[config.mk]
export PLATFORM = sky130hd
export DESIGN_NAME = pdpm_rx_req_parser
export DESIGN_NICKNAME = d
export VERILOG_FILES = /design/src/rtl/pdpm_rx_req_parser.sv
export SDC_FILE = /design/constraint.sdc
export NUM_CORES = 1
export LEC_CHECK = 0
export BUFFER_PORTS_ARGS = -buffer_cell sky130_fd_sc_hd__buf_2
export CELL_PAD_IN_SITES_DETAIL_PLACEMENT = 1
export CELL_PAD_IN_SITES_GLOBAL_PLACEMENT = 1
export CORE_MARGIN = 4
export CORE_UTILIZATION = 39
export DETAILED_ROUTE_END_ITERATION = 12
export HOLD_SLACK_MARGIN = 0.05
export PLACE_DENSITY = 0.75
export RECOVER_POWER = 50
export SKIP_CTS_REPAIR_TIMING = 1
export SLEW_MARGIN = 10
export SYNTH_ARGS = -nofsm -noshare
export SYNTH_HDL_FRONTEND = slang
export SYNTH_SLANG_ARGS = --single-unit
[constraint.sdc]
create_clock -name rx_fifo_clock -period 2.6 [get_ports rx_fifo_clock]
set_input_delay 0.26 -clock rx_fifo_clock [delete_from_list [all_inputs] [get_ports rx_fifo_clock]]
set_output_delay 0.26 -clock rx_fifo_clock [all_outputs]
set_load 0.02 [all_outputs]
[src/rtl/pdpm_rx_req_parser.sv]
// pdpm_rx_req_parser
// Parses pDPM request frames arriving from the MAC RX FIFO (8-bit stream,
// one frame per tlast). Each valid request produces one command. WRITE
// payload bytes are passed straight through to a downstream stream.
// Frames that do not match, or that are malformed, are counted and drained.
//
// Handshake rules: a byte moves on any stream when tvalid and tready are
// both high at a rising clock edge. A producer holds tvalid and its data
// stable until that happens. cmd_valid follows the same rule against
// cmd_ready, and the cmd_* fields stay stable while cmd_valid is high.
// No input byte is consumed while a command is pending, so commands and
// their payload leave the block in order.
module pdpm_rx_req_parser #(
  parameter logic [47:0] MAC_ADDR  = 48'h000A35000102,
  parameter logic [15:0] ETHERTYPE = 16'h88B5
) (
  input  logic        rx_fifo_clock,
  input  logic        rx_fifo_rst,
  input  logic [7:0]  s_axis_tdata,
  input  logic        s_axis_tvalid,
  input  logic        s_axis_tlast,
  output logic        s_axis_tready,
  output logic        cmd_valid,
  input  logic        cmd_ready,
  output logic [7:0]  cmd_opcode,
  output logic [31:0] cmd_addr,
  output logic [15:0] cmd_len,
  output logic [47:0] cmd_src_mac,
  output logic [7:0]  m_axis_tdata,
  output logic        m_axis_tvalid,
  output logic        m_axis_tlast,
  input  logic        m_axis_tready,
  output logic [15:0] drop_count,
  output logic        trunc_pulse,
  output logic [1:0]  dbg_state
);

  typedef enum logic [1:0] {
    ST_HDR     = 2'd0,
    ST_CMD     = 2'd1,
    ST_PAYLOAD = 2'd2,
    ST_DRAIN   = 2'd3
  } state_t;

  localparam logic [7:0]  OP_READ   = 8'h01;
  localparam logic [7:0]  OP_WRITE  = 8'h02;
  localparam logic [47:0] BCAST_MAC = 48'hFFFF_FFFF_FFFF;
  localparam logic [4:0]  LAST_HDR  = 5'd20;

  state_t      r_state;
  logic [4:0]  r_byte_cnt;
  logic [47:0] r_dst;
  logic [47:0] r_src;
  logic [15:0] r_etype;
  logic [7:0]  r_opcode;
  logic [31:0] r_addr;
  logic [7:0]  r_len_hi;
  logic        r_hdr_last;
  logic [15:0] r_remaining;

  logic [47:0] w_dst_full;
  logic [15:0] w_etype_full;
  logic        w_check_fail;
  logic        w_s_xfer;
  logic        w_pay_xfer;
  logic        w_drop_sat;

  assign dbg_state    = r_state;
  assign w_dst_full   = {r_dst[39:0], s_axis_tdata};
  assign w_etype_full = {r_etype[7:0], s_axis_tdata};
  assign w_s_xfer     = s_axis_tvalid & s_axis_tready;
  assign w_pay_xfer   = s_axis_tvalid & m_axis_tready;
  assign w_drop_sat   = (drop_count == 16'hFFFF);

  // Header checks on the byte that completes each checked field.
  always_comb begin
    w_check_fail = 1'b0;
    case (r_byte_cnt)
      5'd5:    w_check_fail = !((w_dst_full == MAC_ADDR) || (w_dst_full == BCAST_MAC));
      5'd13:   w_check_fail = (w_etype_full != ETHERTYPE);
      5'd14:   w_check_fail = !((s_axis_tdata == OP_READ) || (s_axis_tdata == OP_WRITE));
      default: w_check_fail = 1'b0;
    endcase
  end

  // Ready and pass-through paths, decoded from the current state.
  always_comb begin
    s_axis_tready = 1'b0;
    m_axis_tvalid = 1'b0;
    m_axis_tlast  = 1'b0;
    m_axis_tdata  = s_axis_tdata;
    case (r_state)
      ST_HDR:   s_axis_tready = 1'b1;
      ST_CMD:   s_axis_tready = 1'b0;
      ST_PAYLOAD: begin
        s_axis_tready = m_axis_tready;
        m_axis_tvalid = s_axis_tvalid;
        m_axis_tlast  = (r_remaining == 16'd1) | s_axis_tlast;
      end
      ST_DRAIN: s_axis_tready = 1'b1;
      default:  s_axis_tready = 1'b0;
    endcase
  end

  // Header field capture: big-endian shift into the field the byte belongs to.
  always_ff @(posedge rx_fifo_clock) begin
    if (rx_fifo_rst) begin
      r_dst    <= '0;
      r_src    <= '0;
      r_etype  <= '0;
      r_opcode <= '0;
      r_addr   <= '0;
      r_len_hi <= '0;
    end else if ((r_state == ST_HDR) && w_s_xfer) begin
      if (r_byte_cnt <= 5'd5) begin
        r_dst <= w_dst_full;
      end else if (r_byte_cnt <= 5'd11) begin
        r_src <= {r_src[39:0], s_axis_tdata};
      end else if (r_byte_cnt <= 5'd13) begin
        r_etype <= w_etype_full;
      end else if (r_byte_cnt == 5'd14) begin
        r_opcode <= s_axis_tdata;
      end else if (r_byte_cnt <= 5'd18) begin
        r_addr <= {r_addr[23:0], s_axis_tdata};
      end else if (r_byte_cnt == 5'd19) begin
        r_len_hi <= s_axis_tdata;
      end
    end
  end

  // Main frame FSM: header parse, command hand-off, payload, drain.
  always_ff @(posedge rx_fifo_clock) begin
    if (rx_fifo_rst) begin
      r_state     <= ST_HDR;
      r_byte_cnt  <= '0;
      r_hdr_last  <= 1'b0;
      r_remaining <= '0;
      cmd_valid   <= 1'b0;
      cmd_opcode  <= '0;
      cmd_addr    <= '0;
      cmd_len     <= '0;
      cmd_src_mac <= '0;
      drop_count  <= '0;
      trunc_pulse <= 1'b0;
    end else begin
      trunc_pulse <= 1'b0;
      case (r_state)
        ST_HDR: begin
          if (w_s_xfer) begin
            if (r_byte_cnt == LAST_HDR) begin
              // Header complete: publish the command, remember if the frame ended here.
              cmd_valid   <= 1'b1;
              cmd_opcode  <= r_opcode;
              cmd_addr    <= r_addr;
              cmd_len     <= {r_len_hi, s_axis_tdata};
              cmd_src_mac <= r_src;
              r_hdr_last  <= s_axis_tlast;
              r_byte_cnt  <= '0;
              r_state     <= ST_CMD;
            end else if (w_check_fail || s_axis_tlast) begin
              // Bad field or short frame: count it, drain whatever is left.
              if (!w_drop_sat) begin
                drop_count <= drop_count + 16'd1;
              end
              r_byte_cnt <= '0;
              r_state    <= s_axis_tlast ? ST_HDR : ST_DRAIN;
            end else begin
              r_byte_cnt <= r_byte_cnt + 5'd1;
            end
          end
        end

        ST_CMD: begin
          if (cmd_valid && cmd_ready) begin
            cmd_valid <= 1'b0;
            if (r_hdr_last) begin
              // Frame ended on the last header byte: a WRITE lost its payload.
              if ((cmd_opcode == OP_WRITE) && (cmd_len != 16'd0)) begin
                trunc_pulse <= 1'b1;
              end
              r_state <= ST_HDR;
            end else if ((cmd_opcode == OP_READ) || (cmd_len == 16'd0)) begin
              r_state <= ST_DRAIN;
            end else begin
              r_remaining <= cmd_len;
              r_state     <= ST_PAYLOAD;
            end
          end
        end

        ST_PAYLOAD: begin
          if (w_pay_xfer) begin
            r_remaining <= r_remaining - 16'd1;
            if (r_remaining == 16'd1) begin
              // Last payload byte: anything after it is padding.
              r_state <= s_axis_tlast ? ST_HDR : ST_DRAIN;
            end else if (s_axis_tlast) begin
              trunc_pulse <= 1'b1;
              r_state     <= ST_HDR;
            end
          end
        end

        ST_DRAIN: begin
          if (w_s_xfer && s_axis_tlast) begin
            r_state <= ST_HDR;
          end
        end

        default: r_state <= ST_HDR;
      endcase
    end
  end

endmodule

After elaboration in Yosys (flattened, before gate mapping)
Index checks and enable logic that the tools add are counted.

cells by class
  $add $sub $neg = 3
  magnitude comparators = 4
  equal/unequal tests = 26
  mux-type cells = 34
  bitwise logic cells = 10
  reductions and logical operators = 28

operators by type and width
  cell                                                             number
  2-to-1 mux 16 bit                                                4
  == test 48 x 36 -> 1 bit (second input constant)                 1
  == test 48 bit (second input constant)                           1
  one-hot mux 16 bit (2 select lines)                              1
  2-to-1 mux 2 bit                                                 10
  adder 16 x 1 -> 16 bit (second input constant)                   1
  == test 16 x 1 -> 1 bit (second input constant)                  1
  == test 16 bit (second input constant)                           1
  == test 8 x 1 -> 1 bit (second input constant)                   2
  == test 8 x 2 -> 1 bit (second input constant)                   2
  zero test 16 bit                                                 1
  != test 16 bit (second input constant)                           1
  nonzero test 16 bit                                              1
  subtractor 16 x 1 -> 16 bit (second input constant)              1
  AND reduction 5 bit                                              3
  2-to-1 mux 1 bit                                                 12
  != test 2 bit (second input constant)                            6
  AND reduction 6 bit                                              2
  == test 5 x 4 -> 1 bit (second input constant)                   2
  == test 5 bit (second input constant)                            2
  less-or-equal comparator 5 x 4 -> 1 bit (second input constant)  2
  2-to-1 mux 5 bit                                                 2
  one-hot mux 2 bit (4 select lines)                               1
  AND reduction 4 bit                                              2
  other kinds (23)                                                 43

word-level totals
  flip-flop bits (word level) = 290
  bits of input ports = 14
  output and inout port bits = 135
  logic and storage cells = 122

Logic depth before layout (Yosys ltp)
Gate-level depths: netlist of run 1.

  word-level depth = 9
  depth in mapped cells = 11
  mapped depth without buffers = 9

Worst setup path after synthesis of run 1
No wires, ideal clock.

  kind = reg-to-reg
  from = register r_state[0] (netlist: dbg_state[0])
  to = register r_etype[7]
  data arrival time = 2701 ps
  required time = 2472 ps
  path slack = -228 ps
  cell stages (with the launch flop) = 10
  buffers on the path = 1
  clock period less this slack = 2828 ps
  cell sequence = dfxtp_1 -> inv_1 -> ha_1 -> a21boi_1 -> nor2_1 -> nand3_1 -> or4_1 -> clkbuf_1 -> mux2i_1 -> nor2_1

between the ends
  cells in the longest elaborated chain, start to end = 6
  elaborated cells on any way between the ends = 9
  those cells by class = 3 x eq/ne; 1 x mux; 1 x bitwise; 4 x reduce/logical

ends and longest elaborated chain
  what                                                     RTL line  source
  from (decl)                                              50        state_t r_state;
  from (signal assigned)                                   166       r_state <= s_axis_tlast ? ST_HDR : ST_DRAIN;
  from (signal assigned)                                   196       r_state <= s_axis_tlast ? ST_HDR : ST_DRAIN;
  == test 2 bit / zero test 2 bit (equally long branches)  92        case (r_state)
  OR reduction 2 bit (no line)                             n/a
  one-hot mux 1 bit (3 select lines) *                     92
  named net s_axis_tready                                  22        output logic s_axis_tready,
  bitwise AND 1 bit *                                      71        assign w_s_xfer = s_axis_tvalid & s_axis_tready;
  logical AND 1 bit *                                      114       end else if ((r_state == ST_HDR) && w_s_xfer) begin
  AND reduction 4 bit (no line) *                          n/a
  to (signal assigned)                                     120       r_etype <= w_etype_full;
  to (decl)                                                54        logic [15:0] r_etype;

The timed path passes the listed nets; every way through them passes the cells marked *.
A chain may end at the register's enable or synchronous reset.

Worst setup path after layout of run 1
  from = register r_remaining[7]
  to = output m_axis_tlast

between the ends
  cells in the longest elaborated chain, start to end = 3

ends and longest elaborated chain
  what                     RTL line  source
  from (decl)              59        logic [15:0] r_remaining;
  from (signal assigned)   185       r_remaining <= cmd_len;
  from (signal assigned)   193       r_remaining <= r_remaining - 16'd1;
  == test 16 x 1 -> 1 bit  98        m_axis_tlast = (r_remaining == 16'd1) | s_axis_tlast;
  bitwise OR 1 bit         98
  2-to-1 mux 1 bit         92
  to (decl)                31        output logic m_axis_tlast,

Every way passes these cells.

==> flow_summary.toml, run 1 <==
[detailed_routing]
ant_nets = 0
wl_per_cell_um = 17.8
first_pass_iters = 4
routed_wl_um = 35100
drtIter0Drc = 676
post_drt_via_cell_ratio = 5.31
drc = 0
vias = 10500

[clock_network]
htreeDepth = 1
clkSinkCount = 290
cts_buffers = 31
cts_tree = "built"
clk_latency_ns = 0.57
cts_buffer_depth = 3
clock-root-buffer = "clkbuf_16"
path_clk_slew_ns = 0.06

[layout]
drive_gt1_frac = 0.0962
design_area_um2 = 14000
n_antenna_cell = 0
final_common_cell = "nand2_1"
register_area_um2 = 5810
nets = 1594
multi_input_area_um2 = 5380
fillers = 3572
mostFrequentLayoutCells = "nand2_1 (426), dfxtp_1 (288), a21oi_1 (216), clkbuf_1 (137), nor2_1 (101)"
area_growth_pct = 21.2

[global_routing]
overflow = 0
grt_max_degree = 157
grt_pass1_vias = 10500
grt_usage = 0.200
grt_pass1_wl_um = 55400
antenna_found_initial = 0

[floorplan]
dieArea_um2 = 32500
fp.dieH_um = 180
pin_count = 149
initial_core_util = 0.399
core_um2 = 29000
die_x_um = 180
row_count = 62

[pwr]
power.share.clock = 0.399
power_frac_comb = 0.188
swShare = 0.291
p_sw_mw = 3.37
seqPwrFrac = 0.412
p_int_mw = 8.19
pwr_density_cell_nw_per_um2 = 825
p_leak_nw = 4.79
ir_drop_v = 0.000479

[timing]
rsz0062_at_grt = "yes"
whs_ns = 0.0985
fin_setup_tns_ns = -0.139
setup_viol = 1
relSlewSlack = 0.386
hold_viol = 0
fin_skew_ns = 0.0203
tightestPinTransition_ns = 0.920
drv_slew = 0
min_period_ns = 2.74
fin_crit_sh = 1.05
fmax_mhz = 365
setup_slack_ns = -0.139

[setup_path]
cp.required_ns = 2.34
critPathCaptureType = "primary output"
crit_end = "m_axis_tlast"
rr_startpoint = "r_dst[14]$_SDFFE_PP0P_"
rr_worst_depth = 7
arrival_ns = 2.48
crit_start = "r_remaining[7]$_SDFFE_PP0P_"
critPathMaxFanout = 6
worstReg2RegEnd = "dbg_state[0]$_SDFFE_PP0P_"
crit_type = "flop to primary output"
startpoint_type = "flop"
reg2reg_setup_slack_ns = 0.01

[logic_synthesis]
ys_seq_area_frac = 0.502
synth_warnings = 0
synth.distinct_cells = 63
synthCells = 1437
async_reset_ff_frac = 0
syn_nets = 1463
synthTopCellsByArea = "dfxtp_1 (50%), nand2_1 (14%), a21oi_1 (9.4%), mux2i_1 (4.9%), nor2_1 (3.4%)"
synth_top_area_share = 0.502
ys_ff_latch = 290
synth_ff_type = "dfxtp_1"
synth_edf_count = 0
netlist_area_um2 = 11600
avgSynthCellArea_um2 = 8.05
yosys.area.top_type = "dfxtp_1"

[run_status]
violations = "setup timing"
outcome = "finished, violations left"

[place]
dp_hpwl_um = 22900
dpl_worst_slack_ns = -0.107
gp_congestion = 0.826
place.port_buffers = 148
placed_cell_area_um2 = 12900

[min_path]
hold_class = "input pin to flop"

[flow_run]
cap_viol_max_count = 0
==> cell families after synthesis <==
family          after synthesis  share of synthesized area
simple gates                645                      0.236
compound gates              295                      0.148
flops                       290                      0.502
buf+inv                     131                     0.0467
mux                          58                     0.0503
fa+ha+maj                    12                     0.0130
xor+xnor                      6                    0.00454
==> worst min-delay path by stage <==
| stage | slack (ns) | depth (start not counted) | to | from |
|---|---|---|---|---|
| floorplan | 0.43 | 2 | cmd_addr[24]$_SDFFE_PP0P_ | r_addr[24]$_SDFFE_PP0P_ |
| global placement | 0.44 | 2 | cmd_opcode[1]$_SDFFE_PP0P_ | r_opcode[1]$_SDFFE_PP0P_ |
| detailed placement | 0.44 | 2 | cmd_addr[3]$_SDFFE_PP0P_ | cmd_addr[3]$_SDFFE_PP0P_ |
| CTS | -0.05 | 2 | drop_count[12]$_SDFFE_PP0P_ | rx_fifo_rst |
| global route | 0.10 | 3 | r_addr[4]$_SDFFE_PP0P_ | s_axis_tdata[4] |
| finish | 0.1 | 3 | r_addr[4]$_SDFFE_PP0P_ | s_axis_tdata[4] |
==> state kept, by name, summed over array words and instances, names as in the netlist, 16 cells and up <==
register and count:
r_addr 32, cmd_src_mac 48, r_src 48, r_dst 40
r_remaining 16, cmd_len 16, drop_count 16, cmd_addr 32
==> metal layers <==
metal | track usage | wire length, um | vias to the layer above
li1 | - | - | 5099
met1 | 0.282 | 16700 | 5187
met2 | 0.328 | 16500 | 172
met3 | 0.0309 | 1440 | 37
met4 | 0.0408 | 501 | 0
met5 | 0 | 0 | -
==> stage by stage <==
| step | power [mW] | utilization | std cells |
|---|---|---|---|
| after floorplan | 6.13 | - | 1437 |
| after global placement | 6.72 | 0.443 | 1908 |
| after detailed placement | 6.79 | 0.443 | 1908 |
| after CTS | 11.4 | 0.480 | 1964 |
| after global routing | 12.1 | 0.483 | 1975 |
| final | 11.6 | 0.483 | 1975 |
==> critical path: stages (launching register included) <==
cell,delay [ns]
dfxtp_1,0.37
or3_4,0.45
nor4_4,0.24
nor3b_4,0.28
and3_4,0.25
nor2_1,0.05
nor2_1,0.10
buf_2,0.18
==> cells in the mapped netlist, drive strengths merged (4+ instances only) <==
cell type and number:
nand2 427, dfxtp 290, a21oi 218, nor2 104, clkbuf 81, mux2i 57, inv 26, buf 24
nand4 24, o21ai 19, nor4 18, nand3 17, and3 12, ha 12, a211oi 10, nor3 9
a22oi 7, and2 6, o21a 6, xnor2 5, nand2b 4, nor2b 4
==> layout make-up <==
type,count,area share
Inverter,26,0.00697
Clock inverter,12,0.0128
Tap cell,384,0.0343
Clock buffer,44,0.0639
Multi-Input combinational cell,1016,0.384
Sequential cell,290,0.415
Timing Repair Buffer,203,0.0834
==> power groups by stage <==
stage               logic (mW)  registers [mW]  clock network [mW]
detailed placement        1.96            4.83                   0
global placement          1.90            4.82                   0
CTS                       1.98            4.74                4.73
global route              2.39            4.79                4.91
finish                    2.18            4.77                4.61
floorplan                 1.32            4.82                   0
Power figures use the tool's default switching activity.
==> run 2, diff against run 1 <==
--- a/config.mk
+++ b/config.mk
@@ -8,8 +8,10 @@
 export BUFFER_PORTS_ARGS = -buffer_cell sky130_fd_sc_hd__buf_2
 export CELL_PAD_IN_SITES_DETAIL_PLACEMENT = 1
 export CELL_PAD_IN_SITES_GLOBAL_PLACEMENT = 1
+export CORE_ASPECT_RATIO = 1.1
 export CORE_MARGIN = 4
 export CORE_UTILIZATION = 39
+export CTS_CLUSTER_DIAMETER = 100
 export DETAILED_ROUTE_END_ITERATION = 12
 export HOLD_SLACK_MARGIN = 0.05
 export PLACE_DENSITY = 0.75
==> flow_summary.toml, run 2 (synthesis gave the netlist of run 1 again) <==
[setup_path]
arrival_ns = 2.42
reg2reg_setup_slack_ns = 0.15
crit_chain = "or3_4 > nor4_4 > nor3b_4 > and3_4 > nor2_2 > nor2_1 > buf_4"
critPathCaptureType = "primary output"
critPathMaxFanout = 3
rr_startpoint = "dbg_state[0]$_SDFFE_PP0P_"
worstReg2RegEnd = "r_etype[3]$_SDFFE_PP0P_"
crit_type = "flop to primary output"
critPathMaxStageDelay_ns = 0.40
crit_path_top_delay_cell = "or3_4"
startpoint_type = "flop"
cp.required_ns = 2.34
rr_worst_depth = 8

[place]
dp_hpwl_um = 22600
place.port_buffers = 148
dpl_worst_slack_ns = 0.0364
place_inst = 1897
gp_congestion = 0.822

[floorplan]
dieArea_um2 = 32500
fp.dieH_um = 189
pin_count = 149
row_count = 65
die_x_um = 172
core_um2 = 29000
initial_core_util = 0.399

[run_status]
outcome = "finished, violations left"
violations = "setup timing"

[timing]
fmax_mhz = 374
relSlewSlack = 0.499
min_period_ns = 2.68
fin_crit_sh = 1.03
drv_slew = 0
rsz0062_at_grt = "yes"
tightestPinTransition_ns = 0.751
setup_viol = 1
fin_skew_ns = 0.0123
setup_slack_ns = -0.0751
hold_viol = 0

[layout]
nets = 1600
mostFrequentLayoutCells = "nand2_1 (426), dfxtp_1 (284), a21oi_1 (217), clkbuf_1 (132), nor2_1 (100)"
final_cell_count_no_fill = 1963
top_regs = "cmd_src_mac (48), r_src (48), r_dst (40)"
area_growth_pct = 20.3
final_common_cell = "nand2_1"
drive_gt1_frac = 0.102
n_antenna_cell = 0

[clock_network]
cts_buffers = 31
clkSinkCount = 290
clock-root-buffer = "clkbuf_16"
path_clk_slew_ns = 0.06
cts_tree = "built"
cts_buffer_depth = 3
htreeDepth = 1
clk_latency_ns = 0.55

[global_routing]
overflow = 0
grt_max_degree = 135
grt_usage = 0.202
grt_pass1_wl_um = 54600
antenna_found_initial = 0
grt_pass1_vias = 10300

[min_path]
whs_path_depth = 3
hold_class = "input pin to flop"
holdPathEnd = "r_hdr_last$_SDFFE_PP0P_"
min_from = "s_axis_tlast"

[detailed_routing]
first_pass_iters = 5
drc = 0
wl_per_cell_um = 17.6
vias = 10500
routed_wl_um = 34500
post_drt_via_cell_ratio = 5.32
ant_nets = 0
drtIter0Drc = 597

[pwr]
p_leak_nw = 4.79
ir_drop_v = 0.000481
power.total_mw = 11.5
pwr_density_cell_nw_per_um2 = 826

[flow_run]
cap_viol_max_count = 0
==> run 2: area by class of cell <==
cell class / instances / area [um2]
tap: 368 / 460
clock buffer: 39 / 886
fill: 3562 / 15000
inverter: 26 / 97.6
multi-input combinational: 1016 / 5330
clock inverter: 15 / 163
sequential: 290 / 5810
timing repair buffer: 209 / 1160
==> run 2: stage by stage <==
stage	TNS [ns]	utilization	hold WS [ns]	cell area, um2
after floorplan	-0.257	-	0.431	11600
after CTS	-0.467	0.479	0.0321	13900
after global placement	0	0.443	0.438	12800
after global routing	-0.206	0.480	0.0554	13900
final	-0.0751	0.480	0.0618	13900
after detailed placement	0	0.443	0.444	12800
==> run 2: power breakdown <==
group          leakage (nW)  switching (mW)  internal (mW)
registers              2.34           0.169           4.59
logic                  1.93            1.38          0.848
clock network         0.522            1.81           2.69
total                  4.79            3.36           8.13
==> run 2: critical path: cells and delay by family, from the launching register on <==
family | cells | cell delay, ns
and+or+nand+nor | 6 | 1.37
DFF | 1 | 0.33
buffers and inverters | 1 | 0.16
==> run 2: worst max-delay path by stage <==
stage,startpoint,slack (ns),endpoint,cells after the start
2_1_floorplan,dbg_state[0]$_SDFFE_PP0P_,-0.03,r_etype[7]$_SDFFE_PP0P_,9
3_3_place_gp,s_axis_tdata[0],0.07,drop_count[3]$_SDFFE_PP0P_,9
3_5_place_dp,dbg_state[0]$_SDFFE_PP0P_,0.04,drop_count[8]$_SDFFE_PP0P_,9
4_1_cts,r_remaining[7]$_SDFFE_PP0P_,-0.47,m_axis_tlast,7
5_1_grt,r_remaining[9]$_SDFFE_PP0P_,-0.15,m_axis_tlast,7
6_report,r_remaining[9]$_SDFFE_PP0P_,-0.08,m_axis_tlast,7
==> run 2: metal layers <==
metal | GRT usage | routed length (um) | vias up | share of wire
met5 | 0 | 0 | - | 0
met4 | 0.0324 | 406 | 0 | 0.012
met3 | 0.0254 | 1210 | 31 | 0.035
met2 | 0.337 | 16700 | 159 | 0.48
met1 | 0.285 | 16200 | 5170 | 0.47
li1 | - | - | 5091 | -
